===== src/rtl/rand_key_pkg.sv =====
// Shared types and constants for the random AES key builder.
// Optional word rejection is enabled with `define RAND_REPEAT_CHECK_EN.
package rand_key_pkg;

    typedef enum logic [1:0] {
        IDLE = 2'd0,
        REQ  = 2'd1,
        CAPT = 2'd2,
        DONE = 2'd3
    } state_t;

    localparam int RND_WORD_W   = 64;
    localparam int REP_ERR_W    = 8;
    localparam int KEY_BITS_128 = 128;
    localparam int KEY_BITS_192 = 192;
    localparam int KEY_BITS_256 = 256;

    function automatic logic key_bits_legal(input int kb);
        return (kb == KEY_BITS_128) || (kb == KEY_BITS_192) || (kb == KEY_BITS_256);
    endfunction

endpackage


===== src/rtl/rand_key_shreg.sv =====
// Key slot register: WORDS x 64-bit slots, slot 0 occupies the key MSBs.
module rand_key_shreg
    import rand_key_pkg::*;
#(
    parameter int WORDS = 2
) (
    input  logic                        clk,
    input  logic                        reset,
    input  logic                        wr_en,
    input  logic [1:0]                  wr_idx,
    input  logic [RND_WORD_W-1:0]       wr_data,
    output logic [WORDS*RND_WORD_W-1:0] data
);

    logic [RND_WORD_W-1:0] slot [WORDS];

    always_ff @(posedge clk or negedge reset) begin
        if (!reset) begin
            for (int i = 0; i < WORDS; i++) slot[i] <= '0;
        end else if (wr_en) begin
            slot[wr_idx] <= wr_data;
        end
    end

    // First-captured word is the most significant slice of the key.
    always_comb begin
        data = '0;
        for (int i = 0; i < WORDS; i++) begin
            data[(WORDS-i)*RND_WORD_W-1 -: RND_WORD_W] = slot[i];
        end
    end

endmodule


===== src/rtl/rand_key_builder.sv =====
// Sequences LFSR word requests and assembles them into an AES key.
// `define RAND_REPEAT_CHECK_EN rejects repeated, all-zero and all-one words.
module rand_key_builder
    import rand_key_pkg::*;
#(
    parameter int KEY_BITS = 128
) (
    input  logic                  clk,
    input  logic                  reset,
    input  logic                  start,
    output logic                  rnd_ready,
    input  logic [RND_WORD_W-1:0] rnd_data,
    output logic [KEY_BITS-1:0]   key_out,
    output logic                  key_valid,
    input  logic                  key_ready,
    output logic                  busy,
    output logic [REP_ERR_W-1:0]  rep_err
);

    localparam int         WORDS = KEY_BITS / RND_WORD_W;
    localparam logic [1:0] LAST  = 2'(WORDS - 1);

    state_t     state, state_nxt;
    logic [1:0] cnt;
    logic       word_ok;
    logic       wr_en;

`ifdef RAND_REPEAT_CHECK_EN
    logic [RND_WORD_W-1:0] prev_word;
    logic [REP_ERR_W-1:0]  rep_cnt;

    assign word_ok = (rnd_data != prev_word) && (rnd_data != '0) && (rnd_data != '1);

    // prev_word survives across keys; only reset clears it.
    always_ff @(posedge clk or negedge reset) begin
        if (!reset) begin
            prev_word <= '0;
            rep_cnt   <= '0;
        end else if (state == CAPT) begin
            if (word_ok) begin
                prev_word <= rnd_data;
            end else if (rep_cnt != '1) begin
                rep_cnt <= rep_cnt + 1'b1;
            end
        end
    end

    assign rep_err = rep_cnt;
`else
    assign word_ok = 1'b1;
    assign rep_err = '0;
`endif

    always_ff @(posedge clk or negedge reset) begin
        if (!reset) begin
            state <= IDLE;
            cnt   <= '0;
        end else begin
            state <= state_nxt;
            if (state == IDLE && start) begin
                cnt <= '0;
            end else if (state == CAPT && word_ok && cnt != LAST) begin
                cnt <= cnt + 1'b1;
            end
        end
    end

    always_comb begin
        state_nxt = state;
        rnd_ready = 1'b0;
        key_valid = 1'b0;
        wr_en     = 1'b0;
        case (state)
            IDLE: if (start) state_nxt = REQ;
            REQ: begin
                rnd_ready = 1'b1;
                state_nxt = CAPT;
            end
            CAPT: begin
                wr_en     = word_ok;
                state_nxt = (word_ok && cnt == LAST) ? DONE : REQ;
            end
            DONE: begin
                key_valid = 1'b1;
                if (key_ready) state_nxt = IDLE;
            end
            default: state_nxt = IDLE;
        endcase
    end

    assign busy = (state != IDLE);

    rand_key_shreg #(
        .WORDS(WORDS)
    ) u_shreg (
        .clk     (clk),
        .reset   (reset),
        .wr_en   (wr_en),
        .wr_idx  (cnt),
        .wr_data (rnd_data),
        .data    (key_out)
    );

endmodule


===== config.mk =====
export PLATFORM = sky130hd
export DESIGN_NAME = rand_key_builder
export DESIGN_NICKNAME = d
export VERILOG_FILES = /design/src/rtl/rand_key_pkg.sv /design/src/rtl/rand_key_shreg.sv /design/src/rtl/rand_key_builder.sv
export SDC_FILE = /design/constraint.sdc
export NUM_CORES = 1
export LEC_CHECK = 0
export CORE_ASPECT_RATIO = 0.5
export CORE_MARGIN = 1.5
export CORE_UTILIZATION = 41
export DETAILED_ROUTE_END_ITERATION = 8
export GPL_ROUTABILITY_DRIVEN = 0
export GPL_TIMING_DRIVEN = 0
export PLACE_DENSITY_LB_ADDON = 0.08
export SETUP_SLACK_MARGIN = 0.4
export SYNTH_ARGS = -nofsm -noshare
export SYNTH_HDL_FRONTEND = slang
export SYNTH_SLANG_ARGS = --single-unit

===== constraint.sdc =====
create_clock -name clk -period 1.5 [get_ports clk]
set_clock_uncertainty 0.15 [all_clocks]
set_input_delay 0.225 -clock clk [delete_from_list [all_inputs] [get_ports clk]]
set_output_delay 0.225 -clock clk [all_outputs]
set_load 0.005 [all_outputs]

==> metrics.log, run 1 <==
[metrics] outcome: finished with violations
[metrics] failing checks: negative hold slack, negative setup slack
[metrics] fin area: around 9000 sq um
[metrics] Core Area: 13590 sq um
[metrics] detailed placement HPWL: roughly 8400 um
[metrics] proportion of power drawn by flip-flops and latches: 0.301
[metrics] Peak supply drop: 871.1 uV
[metrics] Final ANT Viol Nets: 0
[metrics] average vias per placed instance: 4.295
[metrics] number of antenna repair diodes: 0
[metrics] RSZ-0062 raised after global routing: true
[metrics] simple-gate area share of the yosys netlist: 0.01617
[metrics] cell count after synthesis: around 300
[metrics] final number of setup-violating endpoints: 129
[metrics] switching component of the power: between 0.005 and 0.006 W
[metrics] instance area at placement: around 8000 sq um
[metrics] dominant register cell in the synthesized netlist: sky130_fd_sc_hd__dfrtp_1
[metrics] Power per Cell Area: approximately 2300 nW/um^2
[metrics] multiplexer share of the synthesized area: 0.3304
[metrics] routed length per instance: 15.74 um
[metrics] maximum root-to-sink buffer count: 2
[metrics] global-route usage over all layers: 0.1833
[metrics] Clock power frac: 0.205
[metrics] internal portion of total power: between 0.015 and 0.02 W
[metrics] count of pins over their slew limit: 0
[metrics] Worst Path Required: around 1.6 ns
[metrics] number of CTS-inserted buffers: 17
[metrics] net switching share of the total power: 0.2766
[metrics] number of optimization iterations in the first detailed-route pass: 4
[metrics] FF-to-FF setup slack: -0.17 ns
[metrics] final layout net count: 716
[metrics] worst path arrival time: around 1.8 ns
[metrics] final critical-path share of the clock period: 1.115
[metrics] Worst Setup SP: state[0]
[metrics] compound-gate portion of the synthesized area: 0.007212
[metrics] Die Footprint: around 15000 sq um
[metrics] final setup margin: -0.1722 ns
[metrics] Ys Warns: 0
[metrics] Max-cap violations: 0
[metrics] fraction of registers with async set/reset: 1.000
[metrics] element type at the critical path start: register
[metrics] deepest level of the CTS H-tree: 4
[metrics] insertion delay of the later-clocked pin in the worst-skew pair: ~0.40 ns
[metrics] area occupied by multi-input gates: between 2000 and 2500 sq um
[metrics] synthesis-stage register bit count: 132
[metrics] Leakage: ~4.7 nW
[metrics] xor and xnor fraction of the mapped netlist area: 0
[metrics] WL final: around 13000 um
[metrics] Fin Setup TNS: -19.51 ns
[metrics] share of synthesized area occupied by flip-flops and latches: 0.5769
[metrics] Die Width: between 150 and 200 um
[metrics] antenna violations before repair: 0
[metrics] path category of the worst min-delay check: in -> async
[metrics] adder-cell share of the synthesized area: 0.004371
[metrics] type of the setup path with the least slack: reg -> reg
[metrics] destination of the worst register-to-register timing path: u_shreg.data[124]
[metrics] # fillers: 1078
[metrics] number of enable flip-flop cells after synthesis: 0
[metrics] global-route wire length before repair: 20650 um
[metrics] Sinks on Clock Net: between 100 and 150
[metrics] Critical R2R Launch: state[0]
[metrics] Ports: 207
[metrics] count of vias placed by the detailed router: ~3700
[metrics] number of cell rows: 30
[metrics] worst-path maximum fanout: 10
[metrics] highest achievable clock rate: roughly 0.6 GHz
[metrics] maximum number of pins on one net before global-route repair: 76
[metrics] root buffer selected by CTS: sky130_fd_sc_hd__clkbuf_16
[metrics] Area growth syn-to-layout: 56.86%
[metrics] via count of the first global-routing pass: roughly 3800
[metrics] total grt overflow: 0
[metrics] area occupied by registers: 3306 sq um
[metrics] transition at the pin with the smallest max-transition slack: around 0.55 ns
[metrics] logic gate share of total power: 0.494
[metrics] height of the die: approximately 87 um
[metrics] ratio of cells with drive above 1 in the final layout: 0.6783
[metrics] summed instance area of the synthesized netlist: between 5000 and 6000 sq um
[metrics] CP endpoint kind: register
[metrics] main combinational cell family by area after synthesis: multiplexers
[metrics] average size of a mapped cell: approximately 19 sq um
[metrics] clock tree from TritonCTS: built
[metrics] post-CTS clock slew at the launch and capture registers of the worst setup and hold paths: ~0.060 ns
[metrics] number of DRC markers in iteration 0: approximately 130
[metrics] Port Buffers: between 150 and 200
[metrics] number of cells traversed by the worst register-to-register path: 6
[metrics] DRC Markers: 0
[metrics] Hold Fails Final Rpt: 57
[metrics] Hold Worst Slack: -0.3716 ns
[metrics] Slew HR: 0.6329
[metrics] minimum clock period: ~1.7 ns
[metrics] number of distinct standard cells referenced by the synthesized netlist: 22
[metrics] Initial Utilization: 0.4214
==> repair_timing <==
action | CTS | global route
endpoints found under the setup margin | 263 | 263
pin swaps | 7 | 5
setup buffers | 61 | 54
endpoints found under the hold margin | 57 | 57
gates resized for setup | 541 | 6
gates cloned | 0 | 1
==> power groups by stage <==
| stage | logic [W] | clock network, W | registers (W) |
|---|---|---|---|
| 2_1_floorplan | 0.00482 | 0 | 0.00658 |
| 3_3_place_gp | 0.00950 | 0 | 0.00649 |
| 3_5_place_dp | 0.00960 | 0 | 0.00649 |
| 4_1_cts | 0.00927 | 0.00442 | 0.00634 |
| 5_1_grt | 0.0111 | 0.00460 | 0.00653 |
| 6_report | 0.0104 | 0.00432 | 0.00635 |
==> metrics by stage <==
step	worst slack [ns]	cells	power [W]	hold WS, ns	util
2_1_floorplan	-0.1006	312	0.01140	-0.2206	-
3_3_place_gp	-5.876	702	0.01599	0.3378	0.5888
3_5_place_dp	-0.2075	703	0.01609	0.08536	0.5909
4_1_cts	-0.1613	796	0.02002	-0.3508	0.6265
5_1_grt	-0.2108	851	0.02227	-0.3435	0.6610
6_report	-0.1722	851	0.02108	-0.3716	0.6610
==> cell type report <==
| cell class | instances | share of cell area |
|---|---|---|
| Inverter | 3 | 0.001254 |
| Timing Repair Buffer | 315 | 0.2554 |
| Clock inverter | 13 | 0.01923 |
| Clock buffer | 19 | 0.04932 |
| Multi-Input combinational cell | 153 | 0.2396 |
| Buffer | 24 | 0.04040 |
| Sequential cell | 132 | 0.3681 |
| Tap cell | 192 | 0.02675 |
==> synthesized netlist by cell type (2+ instances only) <==
library cell | instances | share of area
sky130_fd_sc_hd__mux2_4 | 120 | 0.31
sky130_fd_sc_hd__mux2_2 | 8 | 0.016
sky130_fd_sc_hd__nand3b_4 | 2 | 0.0070
sky130_fd_sc_hd__ha_1 | 2 | 0.0044
sky130_fd_sc_hd__dfrtp_1 | 132 | 0.58
sky130_fd_sc_hd__inv_1 | 3 | 0.0020
sky130_fd_sc_hd__a211o_1 | 2 | 0.0031
sky130_fd_sc_hd__buf_12 | 14 | 0.049
sky130_fd_sc_hd__and3_1 | 2 | 0.0022
sky130_fd_sc_hd__buf_4 | 8 | 0.010
==> worst max-delay path by stage <==
stage / end / slack (ns) / depth (start not counted)
floorplan: u_shreg.data[10] / -0.10 / 6
global placement: state[1] / -5.88 / 1
detailed placement: u_shreg.data[39] / -0.21 / 6
CTS: u_shreg.data[39] / -0.16 / 6
global route: u_shreg.data[111] / -0.21 / 6
finish: u_shreg.data[124] / -0.17 / 6
==> cell usage in the layout (no fill, tap or decap), types with 2 or more instances in the layout <==
master	count
sky130_fd_sc_hd__dfrtp_1	130
sky130_fd_sc_hd__buf_2	129
sky130_fd_sc_hd__mux2_4	121
sky130_fd_sc_hd__buf_4	114
sky130_fd_sc_hd__clkdlybuf4s50_1	66
sky130_fd_sc_hd__clkbuf_16	18
sky130_fd_sc_hd__buf_12	14
sky130_fd_sc_hd__buf_6	13
sky130_fd_sc_hd__conb_1	8
sky130_fd_sc_hd__mux2_2	7
sky130_fd_sc_hd__clkinvlp_4	4
sky130_fd_sc_hd__inv_6	4
sky130_fd_sc_hd__inv_2	3
sky130_fd_sc_hd__bufinv_16	3
sky130_fd_sc_hd__nand3b_4	2
sky130_fd_sc_hd__and3_1	2
sky130_fd_sc_hd__a211o_1	2
sky130_fd_sc_hd__ha_4	2
sky130_fd_sc_hd__clkinv_4	2
sky130_fd_sc_hd__dfrtp_2	2
==> layer usage <==
layer | up-vias | wire length, um | GRT usage
met2 | 116 | 6282 | 0.3014
met1 | 1802 | 6104 | 0.2346
met5 | - | 0 | 0
li1 | 1730 | - | -
met4 | 0 | 79 | 0.04586
met3 | 7 | 924 | 0.06256
==> kinds of logic after synthesis <==
family,count (synthesis)
buffers and inverters,27
multiplexers,128
AND/OR/NAND/NOR,9
adder cells (fa/ha/maj),2
other,1
AO/OA/AOI/OAI,6
flip-flops,132
==> flip-flops by register name, summed over array words and instances, names as in the netlist <==
name	cells
u_shreg.data	128
cnt	2
state	2
==> critical path, cell delays in order, from the launching register on <==
cell,delay (ns)
sky130_fd_sc_hd__dfrtp_1,0.38
sky130_fd_sc_hd__buf_6,0.13
sky130_fd_sc_hd__buf_6,0.11
sky130_fd_sc_hd__nand3b_4,0.15
sky130_fd_sc_hd__buf_12,0.17
sky130_fd_sc_hd__buf_12,0.16
sky130_fd_sc_hd__mux2_4,0.29
(Power assumes the default switching activity.)
==> run 2, diff against run 1 <==
--- a/config.mk
+++ b/config.mk
@@ -7,7 +7,7 @@
 export LEC_CHECK = 0
 export CORE_ASPECT_RATIO = 0.5
 export CORE_MARGIN = 1.5
-export CORE_UTILIZATION = 41
+export CORE_UTILIZATION = 45
 export DETAILED_ROUTE_END_ITERATION = 8
 export GPL_ROUTABILITY_DRIVEN = 0
 export GPL_TIMING_DRIVEN = 0
==> constraint.sdc (replaced) <==
create_clock -name clk -period 2.1 [get_ports clk]
set_clock_uncertainty 0.15 [all_clocks]
set_input_delay 0.315 -clock clk [delete_from_list [all_inputs] [get_ports clk]]
set_output_delay 0.315 -clock clk [all_outputs]
set_load 0.005 [all_outputs]
==> metrics.log, run 2 (synthesized netlist as in run 1, its figures left out) <==
[metrics] outcome: complete, no violations
[metrics] global-route usage over all layers: 0.1952
[metrics] Worst Setup SP: state[1]
[metrics] Ports: 207
[metrics] final layout net count: 629
[metrics] element type at the critical path start: register
[metrics] number of DRC markers in iteration 0: between 90 and 100
[metrics] final setup margin: around 0.36 ns
[metrics] deepest level of the CTS H-tree: 4
[metrics] count of vias placed by the detailed router: around 3400
[metrics] worst path arrival time: about 1.3 ns
[metrics] Initial Utilization: 0.4723
[metrics] DRC Markers: 0
[metrics] root buffer selected by CTS: sky130_fd_sc_hd__clkbuf_16
[metrics] number of cell rows: 28
[metrics] minimum clock period: around 1.7 ns
[metrics] Die Footprint: between 10000 and 15000 sq um
[metrics] Slew HR: 0.6178
[metrics] most frequent cells in the layout: sky130_fd_sc_hd__dfrtp_1 (130), sky130_fd_sc_hd__dlygate4sd2_1 (128), sky130_fd_sc_hd__mux2_4 (120)
[metrics] path category of the worst min-delay check: in -> async
[metrics] Worst Path Required: between 1.5 and 2 ns
[metrics] ratio of cells with drive above 1 in the final layout: 0.3923
[metrics] CP endpoint kind: primary output
[metrics] number of optimization iterations in the first detailed-route pass: 4
[metrics] average vias per placed instance: 4.611
[metrics] Die Width: between 150 and 200 um
[metrics] detailed placement HPWL: about 8600 um
[metrics] Final ANT Viol Nets: 0
[metrics] RSZ-0062 raised after global routing: true
[metrics] WP depth: 3
[metrics] Largest stage delay, worst path: between 0.4 and 0.5 ns
[metrics] Critical-path top delay cell: sky130_fd_sc_hd__dfrtp_2
[metrics] post-CTS clock slew at the launch and capture registers of the worst setup and hold paths: 0.06 ns
[metrics] height of the die: a little over 80 um
[metrics] final critical-path share of the clock period: 0.8266
[metrics] final number of setup-violating endpoints: 0
[metrics] sum of buffers and inverters on the critical path: 2
[metrics] number of CTS-inserted buffers: 17
[metrics] Port Buffers: slightly below 200
[metrics] number of antenna repair diodes: 0
[metrics] CP cell instances: buf_6 > or2_4 > buf_6
[metrics] setup slack after placement: roughly 0.28 ns
[metrics] utilization of the core after routing: 0.7188
[metrics] transition at the pin with the smallest max-transition slack: about 0.57 ns
[metrics] Fin Setup TNS: 0 ns
[metrics] maximum number of pins on one net before global-route repair: 73
[metrics] clock tree from TritonCTS: built
[metrics] Core Area: 12120 sq um
[metrics] Sinks on Clock Net: 132
[metrics] area occupied by registers: about 3300 sq um
[metrics] most frequent CP cell: sky130_fd_sc_hd__buf_6
[metrics] kind of cell adding the most delay to the critical path: flip-flops
[metrics] highest achievable clock rate: slightly below 0.6 GHz
[metrics] number of cells traversed by the worst register-to-register path: 6
[metrics] count of pins over their slew limit: 0
[metrics] antenna violations before repair: 0
[metrics] Power per Cell Area: 1587 nW/um^2
[metrics] worst-path maximum fanout: 4
[metrics] Leakage: roughly 4.5 nW
[metrics] type of the setup path with the least slack: reg -> out
[metrics] most common cell after layout, fill and taps aside: sky130_fd_sc_hd__dfrtp_1
[metrics] via count of the first global-routing pass: between 3000 and 4000
[metrics] area occupied by multi-input gates: 2098 sq um
[metrics] WL final: about 13000 um
[metrics] Area growth syn-to-layout: 52.19%
[metrics] Peak supply drop: ~700 uV
[metrics] Critical R2R Launch: state[0]
[metrics] max FFs per register: approximately 130
[metrics] Hold Fails Final Rpt: 0
[metrics] routed length per instance: ~18 um
[metrics] Max-cap violations: 0
[metrics] maximum root-to-sink buffer count: 2
[metrics] Hold Worst Slack: approximately 0.3 ns
[metrics] # fillers: 889
[metrics] global-route wire length before repair: between 15000 and 20000 um
[metrics] total grt overflow: 0
[metrics] insertion delay of the later-clocked pin in the worst-skew pair: 0.40 ns
## run 2: report_power, final
part	total [W]	internal (W)	switching, W
sequential	0.00457	0.00389	0.000689
combinational	0.00637	0.00435	0.00201
clock	0.00289	0.00177	0.00111
total	0.0138	0.0100	0.00381
## run 2: worst paths after layout
kind	end	slack [ns]
min in group clk	state[1]	0.35
worst min-delay path	u_shreg.data[80]	0.30
worst max-delay path	busy	0.36
worst max register to register	u_shreg.data[56]	0.40
max in group asynchronous	cnt[0]	0.74
worst min register to register	u_shreg.data[78]	0.35
## run 2: stage by stage
step | power (W) | cell area [sq um] | std cells
after floorplan | 0.008087 | 5752 | 312
after global placement | 0.01134 | 7940 | 675
after detailed placement | 0.01147 | 7969 | 676
after CTS | 0.01380 | 8556 | 728
after global routing | 0.01462 | 8713 | 736
final | 0.01382 | 8713 | 736
## run 2: timing repair
item | 4_1_cts | 5_1_grt
setup endpoints to repair | 195 | 122
resized for setup | 149 | 2
buffers inserted | 20 | 3
hold endpoints to repair | 60 | 0
hold buffers | 1 | 0
gates cloned | 0 | 5
## run 2: final cells by class
cell class / instances / share of cell area
multi-input combinational: 153 / 0.2408
clock buffer: 19 / 0.05083
sequential: 132 / 0.3794
inverter: 3 / 0.001292
clock inverter: 12 / 0.01522
buffer: 24 / 0.04164
timing repair buffer: 228 / 0.2471
tap: 165 / 0.02369
## run 2: worst reg2reg max path: stages, from the launching register on
cell and delay, ns:
sky130_fd_sc_hd__dfrtp_1 0.37, sky130_fd_sc_hd__buf_6 0.12, sky130_fd_sc_hd__buf_6 0.12, sky130_fd_sc_hd__nand3b_4 0.17
sky130_fd_sc_hd__buf_12 0.17, sky130_fd_sc_hd__clkbuf_16 0.18, sky130_fd_sc_hd__mux2_4 0.30
## run 2: per-layer routing
layer / GRT usage / wire [um]
met5: 0 / 0
met4: 0.04679 / 25
met3: 0.07542 / 912
met2: 0.3205 / 6249
met1: 0.2463 / 5732
==> run 3, diff against run 2 <==
--- a/config.mk
+++ b/config.mk
@@ -7,7 +7,7 @@
 export LEC_CHECK = 0
 export CORE_ASPECT_RATIO = 0.5
 export CORE_MARGIN = 1.5
-export CORE_UTILIZATION = 45
+export CORE_UTILIZATION = 41
 export DETAILED_ROUTE_END_ITERATION = 8
 export GPL_ROUTABILITY_DRIVEN = 0
 export GPL_TIMING_DRIVEN = 0
==> constraint.sdc (replaced) <==
create_clock -name clk -period 1.42 [get_ports clk]
set_clock_uncertainty 0.15 [all_clocks]
set_input_delay 0.213 -clock clk [delete_from_list [all_inputs] [get_ports clk]]
set_output_delay 0.213 -clock clk [all_outputs]
set_load 0.005 [all_outputs]
==> metrics.log, run 3 (synthesized netlist as in run 1, its figures left out) <==
[metrics] outcome: finished with violations
[metrics] failing checks: negative hold slack, negative setup slack
[metrics] count of pins over their slew limit: 0
[metrics] ratio of cells with drive above 1 in the final layout: 0.6754
[metrics] sum of buffers and inverters on the critical path: 4
[metrics] global-route wire length before repair: between 20000 and 25000 um
[metrics] Power Total: 0.02211 W
[metrics] Peak supply drop: between 1000 and 1500 uV
[metrics] Die Footprint: 14730 sq um
[metrics] destination of the worst register-to-register timing path: u_shreg.data[27]
[metrics] maximum number of pins on one net before global-route repair: 99
[metrics] deepest level of the CTS H-tree: 4
[metrics] number of optimization iterations in the first detailed-route pass: 4
[metrics] Max-cap violations: 0
[metrics] via count of the first global-routing pass: 3688
[metrics] Hold Fails Final Rpt: 116
[metrics] CP endpoint kind: register
[metrics] Worst Path Required: about 1.6 ns
[metrics] routed length per instance: ~16 um
[metrics] most common cell after layout, fill and taps aside: sky130_fd_sc_hd__dfrtp_1
[metrics] antenna violations before repair: 0
[metrics] Area growth syn-to-layout: 55.29%
[metrics] final layout net count: 704
[metrics] clock tree from TritonCTS: built
[metrics] final setup margin: -0.2380 ns
[metrics] Hold Worst Slack: -0.4593 ns
[metrics] Largest stage delay, worst path: ~0.37 ns
[metrics] worst-path maximum fanout: 10
[metrics] Core Area: approximately 14000 sq um
[metrics] root buffer selected by CTS: sky130_fd_sc_hd__clkbuf_16
[metrics] DRC Markers: 0
[metrics] number of cell rows: 30
[metrics] Critical R2R Launch: state[0]
[metrics] average vias per placed instance: ~4.3
[metrics] total grt overflow: 0
[metrics] type of the setup path with the least slack: reg -> reg
[metrics] Port Buffers: 198
[metrics] insertion delay of the later-clocked pin in the worst-skew pair: a little over 0.4 ns
[metrics] post-CTS clock slew at the launch and capture registers of the worst setup and hold paths: ~0.06 ns
[metrics] path category of the worst min-delay check: in -> async
[metrics] number of cells traversed by the worst register-to-register path: 6
[metrics] Non-Filler Instances: between 800 and 900
[metrics] height of the die: roughly 87 um
[metrics] highest achievable clock rate: around 0.60 GHz
[metrics] FF-to-FF setup slack: -0.24 ns
[metrics] CP cell instances: buf_6 > buf_6 > nand3b_4 > buf_12 > buf_12 > mux2_4
[metrics] minimum clock period: 1.658 ns
[metrics] final critical-path share of the clock period: 1.168
[metrics] setup slack after placement: -0.2942 ns
[metrics] global-route usage over all layers: 0.1842
[metrics] RSZ-0062 raised after global routing: true
[metrics] element type at the critical path start: register
[metrics] number of CTS-inserted buffers: 17
[metrics] Final ANT Viol Nets: 0
[metrics] kind of cell adding the most delay to the critical path: buffers and inverters
[metrics] Power per Cell Area: approximately 2500 nW/um^2
[metrics] Leakage: roughly 4.7 nW
[metrics] detailed placement HPWL: about 8400 um
[metrics] number of DRC markers in iteration 0: 130
[metrics] Initial Utilization: 0.4214
[metrics] most frequent cells in the layout: sky130_fd_sc_hd__dfrtp_1 (130), sky130_fd_sc_hd__buf_2 (129), sky130_fd_sc_hd__mux2_4 (121)
[metrics] Die Width: between 150 and 200 um
[metrics] final number of setup-violating endpoints: ~140
[metrics] WL final: around 13000 um
[metrics] Ports: between 200 and 250
[metrics] Sinks on Clock Net: 132
[metrics] count of vias placed by the detailed router: between 3000 and 4000
[metrics] Critical-path top delay cell: sky130_fd_sc_hd__dfrtp_1
[metrics] max FFs per register: about 130
[metrics] number of antenna repair diodes: 0
[metrics] number of placed instances with taps included: 703
[metrics] maximum root-to-sink buffer count: 2
[metrics] worst path arrival time: roughly 1.8 ns
## run 3: changes by cell type in the layout (fill, tap and decap cells not counted), sizes merged
cell,previous run,this run
buf,52,261
bufinv,2,4
clkbuf,24,18
clkinv,6,5
clkinvlp,3,2
dlygate4sd2,128,0
dlygate4sd3,1,0
inv,4,6
## run 3: cell type report
class                      count  area, sq um
fill                        1083         4697
sequential                   132         3306
timing repair buffer         303         2182
multi-input combinational    153         2158
clock buffer                  18        429.2
buffer                        24        362.8
tap                          192        240.2
clock inverter                14        201.4
inverter                       3        11.26
## run 3: worst max path at each step
stage	startpoint	end	depth (start not counted)
CTS	state[0]	u_shreg.data[56]	6
global route	state[0]	u_shreg.data[72]	6
global placement	reset	state[1]	1
floorplan	cnt[1]	u_shreg.data[10]	6
detailed placement	cnt[1]	u_shreg.data[50]	6
finish	state[0]	u_shreg.data[27]	6
## run 3: power breakdown
part           internal, W  switching [W]
Sequential         0.00574       0.000960
Combinational      0.00731        0.00342
Clock              0.00296        0.00172
Total               0.0160        0.00610
## run 3: timing repair
action,in CTS,in global routing
pin swaps,4,4
hold endpoints to repair,65,35
endpoints found under the setup margin,263,263
buffers inserted,58,46
gates resized for setup,540,4
## run 3: routing by layer
layer / vias to the layer above / wire length [um] / GRT usage / part of all wire
li1: 1717 / - / - / -
met1: 1797 / 6039 / 0.2406 / 0.45
met2: 118 / 6338 / 0.2925 / 0.47
met3: 13 / 802 / 0.05023 / 0.060
met4: 0 / 165 / 0.07723 / 0.012
met5: - / 0 / 0 / 0
## run 3: metrics by stage
step                utilization  instance area [sq um]  TNS (ns)
floorplan                     -                   5786    -20.80
global placement         0.5893                   8008   -745.18
detailed placement       0.5914                   8036    -35.13
CTS                      0.6269                   8518    -28.57
global route             0.6543                   8891    -31.90
finish                   0.6543                   8891    -28.52
## run 3: worst register-to-register path, delay by kind of cell (launching register included)
| kind | cells | cell delay (ns) |
|---|---|---|
| buffers and inverters | 4 | 0.56 |
| DFF | 1 | 0.37 |
| muxes | 1 | 0.30 |
| and+or+nand+nor | 1 | 0.15 |
